`src/rtl/wbarb_pkg.sv`:
```
// Shared definitions for the register-file write arbiter: default widths,
// the zero-register address and the starvation-guard state encoding.
package wbarb_pkg;

    localparam int DEFAULT_DATA_W = 64;
    localparam int DEFAULT_ADDR_W = 5;

    // Writes to this address are architecturally discarded.
    localparam logic [4:0] XZR_ADDR = 5'd31;

    typedef enum logic [1:0] {
        IDLE  = 2'd0,
        WAIT  = 2'd1,
        STALL = 2'd2
    } wbarb_state_e;

endpackage

```
`src/rtl/wbarb_fifo.sv`:
```
// Small circular queue of pending LLU results {rd, data}.
// QDEPTH must be a power of two so the pointers wrap naturally.
module wbarb_fifo #(
    parameter int DATA_W = 64,
    parameter int ADDR_W = 5,
    parameter int QDEPTH = 2
) (
    input  logic                           clk,
    input  logic                           reset,
    input  logic                           push,
    input  logic [ADDR_W-1:0]              push_rd,
    input  logic [DATA_W-1:0]              push_data,
    input  logic                           pop,
    output logic [ADDR_W-1:0]              head_rd,
    output logic [DATA_W-1:0]              head_data,
    output logic [$clog2(QDEPTH+1)-1:0]    count,
    output logic                           full,
    output logic                           empty
);

    localparam int PTR_W = $clog2(QDEPTH);
    localparam int CNT_W = $clog2(QDEPTH+1);

    logic [ADDR_W-1:0] rd_mem_r   [QDEPTH];
    logic [DATA_W-1:0] data_mem_r [QDEPTH];
    logic [PTR_W-1:0]  wr_ptr_r;
    logic [PTR_W-1:0]  rd_ptr_r;
    logic [CNT_W-1:0]  count_r;
    logic              push_s;
    logic              pop_s;

    assign full      = (count_r == CNT_W'(QDEPTH));
    assign empty     = (count_r == '0);
    assign push_s    = push && !full;
    assign pop_s     = pop && !empty;
    assign head_rd   = rd_mem_r[rd_ptr_r];
    assign head_data = data_mem_r[rd_ptr_r];
    assign count     = count_r;

    // Pointer, occupancy and storage update.
    always_ff @(posedge clk) begin
        if (reset) begin
            wr_ptr_r <= '0;
            rd_ptr_r <= '0;
            count_r  <= '0;
            for (int i = 0; i < QDEPTH; i++) begin
                rd_mem_r[i]   <= '0;
                data_mem_r[i] <= '0;
            end
        end else begin
            if (push_s) begin
                rd_mem_r[wr_ptr_r]   <= push_rd;
                data_mem_r[wr_ptr_r] <= push_data;
                wr_ptr_r             <= wr_ptr_r + PTR_W'(1);
            end
            if (pop_s) begin
                rd_ptr_r <= rd_ptr_r + PTR_W'(1);
            end
            case ({push_s, pop_s})
                2'b10:   count_r <= count_r + CNT_W'(1);
                2'b01:   count_r <= count_r - CNT_W'(1);
                default: count_r <= count_r;
            endcase
        end
    end

endmodule

```
`src/rtl/regfile_write_arbiter.sv`:
```
// Shares the register-file write port between the writeback stage (priority)
// and queued long-latency-unit results. WBARB_STARVE_GUARD_EN adds a one-cycle
// pipeline stall when a queued result has been denied for MAX_WAIT cycles.
module regfile_write_arbiter
    import wbarb_pkg::*;
#(
    parameter int DATA_W   = DEFAULT_DATA_W,
    parameter int ADDR_W   = DEFAULT_ADDR_W,
    parameter int QDEPTH   = 2,
    parameter int MAX_WAIT = 4
) (
    input  logic                           clk,
    input  logic                           reset,
    input  logic                           wb_regwrite,
    input  logic [ADDR_W-1:0]              wb_rd,
    input  logic [DATA_W-1:0]              wb_data,
    input  logic                           llu_valid,
    input  logic [ADDR_W-1:0]              llu_rd,
    input  logic [DATA_W-1:0]              llu_data,
    output logic                           llu_ready,
    output logic                           stall_pipe,
    output logic                           rf_we,
    output logic [ADDR_W-1:0]              rf_rd,
    output logic [DATA_W-1:0]              rf_wdata,
    output logic [$clog2(QDEPTH+1)-1:0]    q_count
);

    localparam int CNT_W = $clog2(QDEPTH+1);

    if (MAX_WAIT < 1 || QDEPTH < 2 || (QDEPTH & (QDEPTH - 1)) != 0) begin : g_param_check
        $error("regfile_write_arbiter: QDEPTH must be a power of two >= 2 and MAX_WAIT >= 1");
    end

    logic [ADDR_W-1:0] xzr_s;
    logic              fifo_full_s;
    logic              fifo_empty_s;
    logic [CNT_W-1:0]  fifo_count_s;
    logic [ADDR_W-1:0] head_rd_s;
    logic [DATA_W-1:0] head_data_s;
    logic              push_s;
    logic              pop_s;
    logic              pipe_grant_s;
    logic              stall_pipe_s;
    logic              rf_we_r;
    logic [ADDR_W-1:0] rf_rd_r;
    logic [DATA_W-1:0] rf_wdata_r;

    assign xzr_s        = ADDR_W'(XZR_ADDR);
    assign llu_ready    = !reset && !fifo_full_s;
    // XZR-bound LLU results complete the handshake but are never queued.
    assign push_s       = llu_valid && llu_ready && (llu_rd != xzr_s);
    assign pipe_grant_s = !stall_pipe_s && wb_regwrite && (wb_rd != xzr_s);
    assign pop_s        = !pipe_grant_s && !fifo_empty_s;

    wbarb_fifo #(
        .DATA_W (DATA_W),
        .ADDR_W (ADDR_W),
        .QDEPTH (QDEPTH)
    ) u_fifo (
        .clk       (clk),
        .reset     (reset),
        .push      (push_s),
        .push_rd   (llu_rd),
        .push_data (llu_data),
        .pop       (pop_s),
        .head_rd   (head_rd_s),
        .head_data (head_data_s),
        .count     (fifo_count_s),
        .full      (fifo_full_s),
        .empty     (fifo_empty_s)
    );

`ifdef WBARB_STARVE_GUARD_EN
    localparam int WCNT_W = $clog2(MAX_WAIT+1);

    wbarb_state_e      state_r;
    wbarb_state_e      state_next_s;
    logic [WCNT_W-1:0] wait_cnt_r;
    logic [WCNT_W-1:0] wait_cnt_next_s;
    logic              stall_pipe_r;
    logic              remain_s;

    // Queue still holds an entry after this cycle's push/pop.
    assign remain_s = push_s ||
                      (!fifo_empty_s && !(pop_s && fifo_count_s == CNT_W'(1)));

    // Starvation guard next-state and wait counter.
    always_comb begin
        state_next_s    = state_r;
        wait_cnt_next_s = wait_cnt_r;
        case (state_r)
            IDLE: begin
                wait_cnt_next_s = '0;
                if (push_s) begin
                    state_next_s = WAIT;
                end else begin
                    state_next_s = IDLE;
                end
            end
            WAIT: begin
                if (pop_s) begin
                    wait_cnt_next_s = '0;
                    state_next_s    = remain_s ? WAIT : IDLE;
                end else if (wait_cnt_r == WCNT_W'(MAX_WAIT)) begin
                    state_next_s = STALL;
                end else begin
                    wait_cnt_next_s = wait_cnt_r + WCNT_W'(1);
                end
            end
            STALL: begin
                wait_cnt_next_s = '0;
                state_next_s    = remain_s ? WAIT : IDLE;
            end
            default: begin
                wait_cnt_next_s = '0;
                state_next_s    = IDLE;
            end
        endcase
    end

    // Guard state register; stall_pipe is high exactly while in STALL.
    always_ff @(posedge clk) begin
        if (reset) begin
            state_r      <= IDLE;
            wait_cnt_r   <= '0;
            stall_pipe_r <= 1'b0;
        end else begin
            state_r      <= state_next_s;
            wait_cnt_r   <= wait_cnt_next_s;
            stall_pipe_r <= (state_next_s == STALL);
        end
    end

    assign stall_pipe_s = stall_pipe_r;
`else
    assign stall_pipe_s = 1'b0;
`endif

    // Registered write port: pipeline first, then queue head, else idle.
    always_ff @(posedge clk) begin
        if (reset) begin
            rf_we_r    <= 1'b0;
            rf_rd_r    <= '0;
            rf_wdata_r <= '0;
        end else if (pipe_grant_s) begin
            rf_we_r    <= 1'b1;
            rf_rd_r    <= wb_rd;
            rf_wdata_r <= wb_data;
        end else if (pop_s) begin
            rf_we_r    <= 1'b1;
            rf_rd_r    <= head_rd_s;
            rf_wdata_r <= head_data_s;
        end else begin
            rf_we_r    <= 1'b0;
            rf_rd_r    <= '0;
            rf_wdata_r <= '0;
        end
    end

    assign stall_pipe = stall_pipe_s;
    assign rf_we      = rf_we_r;
    assign rf_rd      = rf_rd_r;
    assign rf_wdata   = rf_wdata_r;
    assign q_count    = fifo_count_s;

endmodule

```
`config.mk`:
```
export PLATFORM = sky130hd
export DESIGN_NAME = regfile_write_arbiter
export DESIGN_NICKNAME = d
export VERILOG_FILES = /design/src/rtl/wbarb_pkg.sv /design/src/rtl/wbarb_fifo.sv /design/src/rtl/regfile_write_arbiter.sv
export SDC_FILE = /design/constraint.sdc
export NUM_CORES = 1
export LEC_CHECK = 0
export BUFFER_PORTS_ARGS = -buffer_cell sky130_fd_sc_hd__buf_2
export CAP_MARGIN = 25
export CORE_MARGIN = 2
export CORE_UTILIZATION = 35
export DETAILED_ROUTE_END_ITERATION = 7
export GPL_TIMING_DRIVEN = 0
export PLACE_DENSITY_LB_ADDON = 0.1
export SYNTH_ARGS = -nofsm -noshare
export SYNTH_HDL_FRONTEND = slang
export SYNTH_SLANG_ARGS = --single-unit
```
`constraint.sdc`:
```
create_clock -name clk -period 12.5 [get_ports clk]
set_input_delay 1.25 -clock clk [delete_from_list [all_inputs] [get_ports clk]]
set_output_delay 1.25 -clock clk [all_outputs]
set_load 0.005 [all_outputs]
```
==> run summary <==
=====================================================================================
Clock network latency to the later pin of the worst-skew pair                  520 ps
Average via count per standard cell                                              4.71
Achievable frequency                                                          333 MHz
Final Hold Violating Endpoints                                                      0
Final Max Tran Viols                                                                0
Routed length per instance                                                    17.5 um
RSZ-0062 raised after global routing                                            false
Area occupied by multi-input gates                                         2700 sq um
Count of pins on the block boundary                                               216
Clock power frac                                                                0.385
Sw power                                                                     0.493 mW
Post-synth net total                                                              790
Initial antenna violation count                                                     3
Maximum Capacitance Violations                                                      0
Share of power burned in combinational logic                                    0.175
Layout Area Growth over Synthesis                                               28.3%
Post-synth cell types                                                              32
Overflow left after global routing                                                  0
Kind of start point of the critical path                                   input port
Pleak                                                                         4.53 nW
Sequential cell area                                                       5650 sq um
TritonCTS clock tree                                                              yes
Clock net sink count                                                              213
Portion of total power attributed to sequential cells                           0.440
Post-CTS setup repair buffer count                                                  0
Total DRC errors in the routed layout                                               0
Flip-flop and latch count after synthesis                                         213
Final net count                                                                  1034
Final worst clock skew                                                        17.5 ps
Cell internal power dissipation                                               1.45 mW
Transition time at the pin with the least slew margin                          687 ps
ANT nets after route                                                                0
CTS clock-pin slew for the worst setup and hold paths                           60 ps
Worst rel slew slack                                                            0.542
Total global routing track utilization                                          0.166
Most repeated library cell on the critical path                          sky130_fd_sc_hd__buf_2
Fill count                                                                       2339
Net Sw Frac                                                                     0.253
Critical path type                                                       input port to output pin
Die Ht                                                                         161 um
Share of cells above drive strength 1                                           0.398
Quantity of I/O buffers inserted on ports                                         213
Path type of the worst min-delay path                                    flip-flop to flip-flop
Maximum number of pins on one net before global-route repair                       38
Final critical delay including setup and external delays                      3010 ps
Outcome                                                                  complete, no violations
Via Count                                                                        5811
Post-cts gate resize count                                                          0
Slowest stage cell on the critical path                                  sky130_fd_sc_hd__a21oi_2
Cell area after placement                                                 10200 sq um
Global-route wire length before repair                                        33.6 mm
CTS buffer count                                                                   25
Pwr/cell area                                                             176 nW/um^2
Most frequent standard cell in the layout excluding fill and tap cells   sky130_fd_sc_hd__buf_2
Summed negative setup slack over all endpoints                                   0 ps
Hold slack final                                                               511 ps
Iteration-0 DRC count of the detailed router                                      245
CP cell instances                                                        buf_2 -> a21oi_2 -> buf_2
Mean instance size in the synthesized netlist                              13.3 sq um
Sequential-to-total area share from yosys stat                                  0.655
Clock Path Buffers                                                                  3
Worst EP required                                                            11250 ps
# hold bufs at CTS                                                                  0
Largest incremental delay on the critical path                                 180 ps
Root buffer cell                                                         sky130_fd_sc_hd__clkbuf_16
Cell area after technology mapping                                         8610 sq um
Critical-path maximum fanout                                                        9
Wire length after detailed routing                                            21.6 mm
Routability cong.                                                               0.686
H-tree level count                                                                  1
Placed wire-length estimate                                                   14.7 mm
Setup Viol. Count Final                                                             0
CP arrival                                                                    1760 ps
Total core area                                                           24200 sq um
Peak ir drop on the vdd network                                             0.0746 mV
Nature of the critical path endpoint                                       output pin
Most frequent cells in the layout                                        sky130_fd_sc_hd__buf_2 (226), sky130_fd_sc_hd__and2_1 (138), sky130_fd_sc_hd__edfxtp_1 (138)
Post-route cell area                                                      11100 sq um
Synthesized instance count                                                        647
Vias in the first global route                                                   5920
Starting utilization of the core area                                           0.355
Pre-antenna DRT Iters                                                               4
Core occupancy in the finished layout                                           0.456
Synthesis Warnings                                                                  0
Part of the cycle the worst path needs                                          0.241
Diodes inserted                                                                     0
FP Rows                                                                            57
Die ar.                                                                   25900 sq um
Floorplan die width                                                            161 um
=====================================================================================
[critical path: cells and delay by family]
| family | cells | cell delay, ps |
|---|---|---|
| buf+inv | 2 | 330 |
| compound gates | 1 | 180 |
[cell families (layout without fill, tap and decap cells)]
group	count (synthesis)	in the layout	share of synthesized area
adder cells (fa/ha/maj)	1	1	0.00145
AO/OA/AOI/OAI	79	79	0.0774
other	1	1	0.000435
flip-flops	213	213	0.655
AND/OR/NAND/NOR	223	223	0.151
multiplexers	69	69	0.0802
XOR/XNOR	2	2	0.00203
buffers and inverters	59	322	0.0325
[per-layer routing]
layer	share of wire	track usage	vias up
li1	-	-	2858
met1	0.45	0.224	2766
met2	0.48	0.278	145
met3	0.054	0.0343	36
met4	0.017	0.0373	6
met5	0.0017	0	-
[per-stage QoR]
stage	total power [mW]	setup WS (ps)	std cells
global route	2.04	9310	1234
detailed placement	1.22	8860	1188
floorplan	1.09	5330	647
CTS	1.97	9400	1234
finish	1.94	9490	1234
global placement	1.22	1420	1184
[flip-flops by register name, indices dropped and copies added, names as in the netlist, named ones only]
signal / flops
rf_we: 1
u_fifo.data_mem_r: 128
rf_wdata: 64
u_fifo.wr_ptr_r: 1
u_fifo.count: 2
rf_rd: 5
u_fifo.rd_mem_r: 10
u_fifo.rd_ptr_r: 1
[power groups by stage]
stage	sequential, mW	clock, mW	combinational, mW
2_1_floorplan	0.877	0	0.212
3_3_place_gp	0.879	0	0.339
3_5_place_dp	0.871	0	0.349
4_1_cts	0.856	0.768	0.350
5_1_grt	0.863	0.795	0.378
6_report	0.855	0.748	0.341
[cells in the mapped netlist (all sizes together)]
cell      n  share of area
nor2b     1        0.00073
clkbuf   38          0.018
ha        1         0.0015
buf      19          0.013
nor2      4         0.0017
and2    138           0.10
a21o      1        0.00087
o21ai     4         0.0028
nand3     3         0.0017
and4b     1         0.0012
nor3     70          0.041
mux2i    69          0.080
o21a      1        0.00087
dfxtp    75           0.17
and3      1        0.00073
or3       2         0.0015
xor2      1         0.0010
xnor2     1         0.0010
a21oi     4         0.0028
or2       1        0.00073
and4      1         0.0010
a31o     69          0.070
inv       2        0.00087
nand2     1        0.00044
edfxtp  138           0.48
conb      1        0.00044
[worst paths after layout]
| kind | slack, ps | end | startpoint | cells past startpoint |
|---|---|---|---|---|
| setup / recovery | 9490 | llu_ready | reset | 3 |
| hold reg to reg | 510 | flip-flop | u_fifo.rd_ptr_r | 2 |
| hold / removal | 510 | flip-flop | u_fifo.rd_ptr_r | 2 |
| setup reg to reg | 9940 | u_fifo.data_mem_r[1][17] | u_fifo.count[0] | 8 |
[layout make-up]
type                            instances  share of cell area
Clock inverter                          8              0.0108
Clock buffer                           38              0.0664
Sequential cell                       213               0.511
Tap cell                              324              0.0367
Inverter                                2            0.000679
Multi-Input combinational cell        375               0.244
Buffer                                 57              0.0247
Timing Repair Buffer                  217               0.106
No activity file was read; power rests on OpenSTA's default activity.
